===== src/rtl/adam_periph_spi_seq.sv =====
// SPI transaction sequencer: applies a frame config under PHY pause, then gates
// exactly cmd_len words through the PHY tx/rx streams before re-pausing.
module adam_periph_spi_seq #(
    parameter int unsigned DATA_WIDTH = 32,
    parameter int unsigned LEN_WIDTH  = 16
) (
    input  logic                  clk,
    input  logic                  rst,

    input  logic                  cmd_valid,
    output logic                  cmd_ready,
    input  logic                  cmd_tx_enable,
    input  logic                  cmd_rx_enable,
    input  logic                  cmd_mode_select,
    input  logic                  cmd_clock_phase,
    input  logic                  cmd_clock_polarity,
    input  logic                  cmd_data_order,
    input  logic [7:0]            cmd_data_length,
    input  logic [DATA_WIDTH-1:0] cmd_baud_rate,
    input  logic [LEN_WIDTH-1:0]  cmd_len,

    input  logic [DATA_WIDTH-1:0] s_tx,
    input  logic                  s_tx_valid,
    output logic                  s_tx_ready,
    output logic [DATA_WIDTH-1:0] m_rx,
    output logic                  m_rx_valid,
    input  logic                  m_rx_ready,

    output logic                  busy,
    output logic                  done,

    output logic                  phy_pause_req,
    input  logic                  phy_pause_ack,
    output logic                  phy_tx_enable,
    output logic                  phy_rx_enable,
    output logic                  phy_mode_select,
    output logic                  phy_clock_phase,
    output logic                  phy_clock_polarity,
    output logic                  phy_data_order,
    output logic [7:0]            phy_data_length,
    output logic [DATA_WIDTH-1:0] phy_baud_rate,

    output logic [DATA_WIDTH-1:0] phy_tx,
    output logic                  phy_tx_valid,
    input  logic                  phy_tx_ready,
    input  logic [DATA_WIDTH-1:0] phy_rx,
    input  logic                  phy_rx_valid,
    output logic                  phy_rx_ready
);

    typedef enum logic [1:0] {StIdle, StApply, StRun, StDrain} state_e;

    state_e                 state_q, state_d;
    logic                   pause_req_q;
    logic                   done_q, done_d;
    logic                   load;
    logic [LEN_WIDTH-1:0]   len_q, tx_cnt_q, rx_cnt_q;
    logic                   tx_en_q, rx_en_q, mode_q, pha_q, pol_q, order_q;
    logic [7:0]             dlen_q;
    logic [DATA_WIDTH-1:0]  baud_q;
    logic                   tx_go, rx_go, tx_hs, rx_hs, tx_done, rx_done;

    // Streams only open in RUN, and each direction closes itself once len words moved.
    assign tx_go   = (state_q == StRun) && tx_en_q && (tx_cnt_q < len_q);
    assign rx_go   = (state_q == StRun) && rx_en_q && (rx_cnt_q < len_q);
    assign tx_hs   = phy_tx_valid && phy_tx_ready;
    assign rx_hs   = phy_rx_valid && phy_rx_ready;
    assign tx_done = !tx_en_q || (tx_cnt_q == len_q);
    assign rx_done = !rx_en_q || (rx_cnt_q == len_q);

    assign phy_tx       = s_tx;
    assign phy_tx_valid = s_tx_valid && tx_go;
    assign s_tx_ready   = phy_tx_ready && tx_go;
    assign m_rx         = phy_rx;
    assign m_rx_valid   = phy_rx_valid && rx_go;
    assign phy_rx_ready = m_rx_ready && rx_go;

    assign cmd_ready     = !rst && (state_q == StIdle) && phy_pause_ack;
    assign busy          = (state_q != StIdle);
    assign done          = done_q;
    assign phy_pause_req = pause_req_q;

    assign phy_tx_enable      = tx_en_q;
    assign phy_rx_enable      = rx_en_q;
    assign phy_mode_select    = mode_q;
    assign phy_clock_phase    = pha_q;
    assign phy_clock_polarity = pol_q;
    assign phy_data_order     = order_q;
    assign phy_data_length    = dlen_q;
    assign phy_baud_rate      = baud_q;

    always_comb begin
        state_d = state_q;
        done_d  = 1'b0;
        load    = 1'b0;
        unique case (state_q)
            StIdle: begin
                if (cmd_valid && cmd_ready) begin
                    // Empty transfers complete immediately without touching the PHY config.
                    if ((cmd_len == '0) || !(cmd_tx_enable || cmd_rx_enable)) begin
                        done_d = 1'b1;
                    end else begin
                        load    = 1'b1;
                        state_d = StApply;
                    end
                end
            end
            StApply: state_d = StRun;
            StRun: begin
                if (tx_done && rx_done) state_d = StDrain;
            end
            StDrain: begin
                if (phy_pause_ack) begin
                    state_d = StIdle;
                    done_d  = 1'b1;
                end
            end
            default: state_d = StIdle;
        endcase
    end

    always_ff @(posedge clk) begin
        if (rst) begin
            state_q     <= StIdle;
            pause_req_q <= 1'b1;
            done_q      <= 1'b0;
            len_q       <= '0;
            tx_cnt_q    <= '0;
            rx_cnt_q    <= '0;
            tx_en_q     <= 1'b0;
            rx_en_q     <= 1'b0;
            mode_q      <= 1'b1;
            pha_q       <= 1'b0;
            pol_q       <= 1'b0;
            order_q     <= 1'b0;
            dlen_q      <= '0;
            baud_q      <= '0;
        end else begin
            state_q     <= state_d;
            pause_req_q <= (state_d != StRun);
            done_q      <= done_d;
            if (load) begin
                len_q    <= cmd_len;
                tx_cnt_q <= '0;
                rx_cnt_q <= '0;
                tx_en_q  <= cmd_tx_enable;
                rx_en_q  <= cmd_rx_enable;
                mode_q   <= cmd_mode_select;
                pha_q    <= cmd_clock_phase;
                pol_q    <= cmd_clock_polarity;
                order_q  <= cmd_data_order;
                dlen_q   <= cmd_data_length;
                baud_q   <= cmd_baud_rate;
            end else begin
                if (tx_hs) tx_cnt_q <= tx_cnt_q + LEN_WIDTH'(1);
                if (rx_hs) rx_cnt_q <= rx_cnt_q + LEN_WIDTH'(1);
            end
        end
    end

endmodule


===== config.mk =====
export PLATFORM = sky130hd
export DESIGN_NAME = adam_periph_spi_seq
export DESIGN_NICKNAME = d
export VERILOG_FILES = /design/src/rtl/adam_periph_spi_seq.sv
export SDC_FILE = /design/constraint.sdc
export NUM_CORES = 1
export LEC_CHECK = 0
export ABC_AREA = 1
export BUFFER_PORTS_ARGS = -buffer_cell sky130_fd_sc_hd__buf_2
export CAP_MARGIN = 15
export CORE_MARGIN = 5
export CORE_UTILIZATION = 48
export DETAILED_ROUTE_END_ITERATION = 7
export PLACE_DENSITY_LB_ADDON = 0.3
export SKIP_LAST_GASP = 1
export SLEW_MARGIN = 20
export SYNTH_ARGS = -nofsm -noshare
export SYNTH_HDL_FRONTEND = slang
export SYNTH_SLANG_ARGS = --single-unit

===== constraint.sdc =====
create_clock -name clk -period 2.5 [get_ports clk]
set_clock_uncertainty 0.1 [all_clocks]
set_input_delay 0.375 -clock clk [delete_from_list [all_inputs] [get_ports clk]]
set_output_delay 0.375 -clock clk [all_outputs]
set_load 0.05 [all_outputs]

==> results.sh <==
export IMPL_setup_worst_path_start_class="flip-flop"
export IMPL_crit_fanout=3
export IMPL_ys_seq_area_share_pct=34.84
export IMPL_grt_pass1_vias=4836
export IMPL_synth_simple_gate_area_share_pct=26.13
export IMPL_synthesis_area_um2=5632
export IMPL_synthMuxAreaShare_pct=0
export IMPL_synth_xor_xnor_area_share_pct=0.7776
export IMPL_nets=1041
export IMPL_drtPass1Iterations=4
export IMPL_ys_warn_count=0
export IMPL_die_area_um2=14000
export IMPL_cts_root_buffer="clkbuf_16"
export IMPL_synth_top_family_by_area="simple AND/OR/NAND/NOR gates"
export IMPL_setup_tns_ns=0
export IMPL_hold_path_class="in2reg"
export IMPL_endpoint_kind="output port"
export IMPL_setup_viol=0
export IMPL_cts_hold_buf=0
export IMPL_critPathSlowestCell="dfxtp_1"
export IMPL_max_freq_ghz=0.4055
export IMPL_synth_edf_count=0
export IMPL_syn_nets=985
export IMPL_chipHeight_um=118.3
export IMPL_drc=0
export IMPL_hold_violations=0
export IMPL_cts_buffers=9
export IMPL_path_clk_slew_ns=0.06
export IMPL_synth_cell_types=30
export IMPL_layout_commonest_cell="nand2_1"
export IMPL_die_x_um=118.3
export IMPL_dpl_hpwl_um=10320
export IMPL_peakVddDrop_v=0.0004544
export IMPL_port_buffers=123
export IMPL_final_cell_mix="nand2_1 (199), buf_2 (119), inv_1 (97)"
export IMPL_first_iter_violations=184
export IMPL_core_um2=11470
export IMPL_dpl_cell_count=999
export IMPL_io_pins=252
export IMPL_synth_seq_cells=98
export IMPL_synthArstFlopShare_pct=0
export IMPL_syn_inst=812
export IMPL_power_uw=3583
export IMPL_grt_overflow_total=0
export IMPL_num_vias=5098
export IMPL_cts_max_level=3
export IMPL_fin_cells=1015
export IMPL_yosysTopAreaCellShare_pct=34.84
export IMPL_max_slew_margin_pct=66.71
export IMPL_synth_compound_area_share_pct=11.31
export IMPL_rows=39
export IMPL_drt_total_wl_um=13940
export IMPL_vias_per_cell=5.023
export IMPL_cts_buffer_depth=2
export IMPL_worstPathArrival_ns=1.99
export IMPL_timing_final_crit_share_pct=98.65
export IMPL_clock_sinks=98
export IMPL_clk_latency_ns=0.35
export IMPL_leakagePower_uw=0.002963
export IMPL_whs_ns=0.1302
export IMPL_final_min_clock_period_ns=2.466
export IMPL_tightestPinTransition_ns=0.4993
export IMPL_syn_mean_instance_area_um2=6.936
export IMPL_cts_tree="done"
export IMPL_avgRoutedWirePerCell_um=13.73
export IMPL_antenna_cells=0
export IMPL_final_max_slew_viol_count=0
export IMPL_run_status="finished, final reports clean"
export IMPL_synth_ff_type="dfxtp_1"
export IMPL_place_congestion=0.8557
export IMPL_start_util_pct=49.11
export IMPL_synth_largest_area_cell="dfxtp_1"
export IMPL_max_cap_violations=0
export IMPL_antenna_found_initial=0
export IMPL_cp_required_ns=2.03
export IMPL_grt_util_all_layers_pct=19.40
export IMPL_grt_max_degree=49
export IMPL_ant_nets=0
export IMPL_drive_above_1_share_pct=23.85
export IMPL_criticalPathCategory="reg2out"
export IMPL_grt_pass1_wl_um=22570
export IMPL_critPathMaxStageDelay_ns=0.44
export IMPL_area_growth_syn_to_layout_pct=15.33
export IMPL_synth_fa_ha_area_share_pct=8.665
export IMPL_p_per_area_nw_per_um2=551.7
export IMPL_crit_chain="ha_4 > a21o_1 > nor2_1 > nand2_2 > a21oi_4 > inv_2 > nor2_2 > buf_6"
export IMPL_synthTopCellsByArea="dfxtp_1 (35%), nand2_1 (13%), buf_4 (8.7%), ha_1 (8.7%), inv_1 (7.1%)"
synthesized netlist by cell type (4+ instances only):
master	instances
nor3_1	8
clkbuf_1	12
o21ai_0	38
buf_2	10
ha_1	39
nand3_1	21
nor2_1	73
buf_4	65
a21oi_1	78
nand4_1	32
nand2_1	202
xor2_1	4
inv_1	107
dfxtp_1	98
per-stage QoR:
| step | setup slack [ns] | area (um^2) | util [%] |
|---|---|---|---|
| floorplan | -0.004627 | 5640 | - |
| CTS | 0.009848 | 6250 | 54.50 |
| global placement | 0.2594 | 5913 | 51.57 |
| detailed placement | 0.2360 | 5913 | 51.57 |
| finish | 0.03375 | 6495 | 56.64 |
| global route | -0.08082 | 6495 | 56.64 |
state kept, by name, indices dropped and copies added (netlist names):
| signal | count |
|---|---|
| phy_mode_select | 1 |
| phy_tx_enable | 1 |
| rx_cnt_q | 16 |
| phy_clock_phase | 1 |
| phy_clock_polarity | 1 |
| done | 1 |
| state_q | 2 |
| tx_cnt_q | 16 |
| phy_pause_req | 1 |
| phy_data_order | 1 |
| len_q | 16 |
| phy_data_length | 8 |
| phy_rx_enable | 1 |
| phy_baud_rate | 32 |
power breakdown:
group | switching [uW] | internal, uW
Sequential | 18.2 | 1600
Combinational | 321 | 149
Clock | 623 | 875
final cells by class:
type | instances | area [um^2]
clock buffer | 9 | 225.2
clock inverter | 6 | 91.34
fill | 1117 | 4972
inverter | 110 | 412.9
multi-input combinational | 514 | 2864
sequential | 98 | 1976
tap | 143 | 178.9
timing repair buffer | 135 | 747.0
layer usage:
layer	wire [um]	global-route usage [%]
met1	6213	24.02
met2	6039	29.64
met3	1397	7.927
met4	286	8.602
met5	0	0
repair_timing:
item                                   4_1_cts  5_1_grt
buffers inserted                             0        1
setup endpoints to repair                    4        4
resized for setup                            7       52
endpoints found under the hold margin        0        0
pin swaps                                    0       18
worst max-delay path, delay by kind of cell (launching register included):
kind | cells | cell delay (ns)
flops | 1 | 0.44
buf+inv | 2 | 0.23
compound gates | 2 | 0.36
fa+ha+maj | 1 | 0.24
simple gates | 3 | 0.37
worst paths after layout:
check	slack, ns	cells after the start	end	startpoint
max	0.03	8	s_tx_ready	tx_cnt_q[7]$_SDFFE_PP0P_
min	0.13	3	phy_mode_select$_SDFFE_PP1P_	cmd_mode_select
max reg2reg	0.37	10	len_q[5]$_SDFFE_PP0P_	state_q[0]$_SDFF_PP0_
min reg2reg	0.36	2	phy_baud_rate[1]$_SDFFE_PP0P_	phy_baud_rate[1]$_SDFFE_PP0P_
cells by family after synthesis:
| kind of cell | Yosys count |
|---|---|
| AO/OA/AOI/OAI | 124 |
| XOR/XNOR | 5 |
| adder cells (fa/ha/maj) | 39 |
| buffers and inverters | 200 |
| flip-flops | 98 |
| AND/OR/NAND/NOR | 346 |
(Power assumes the default switching activity.)
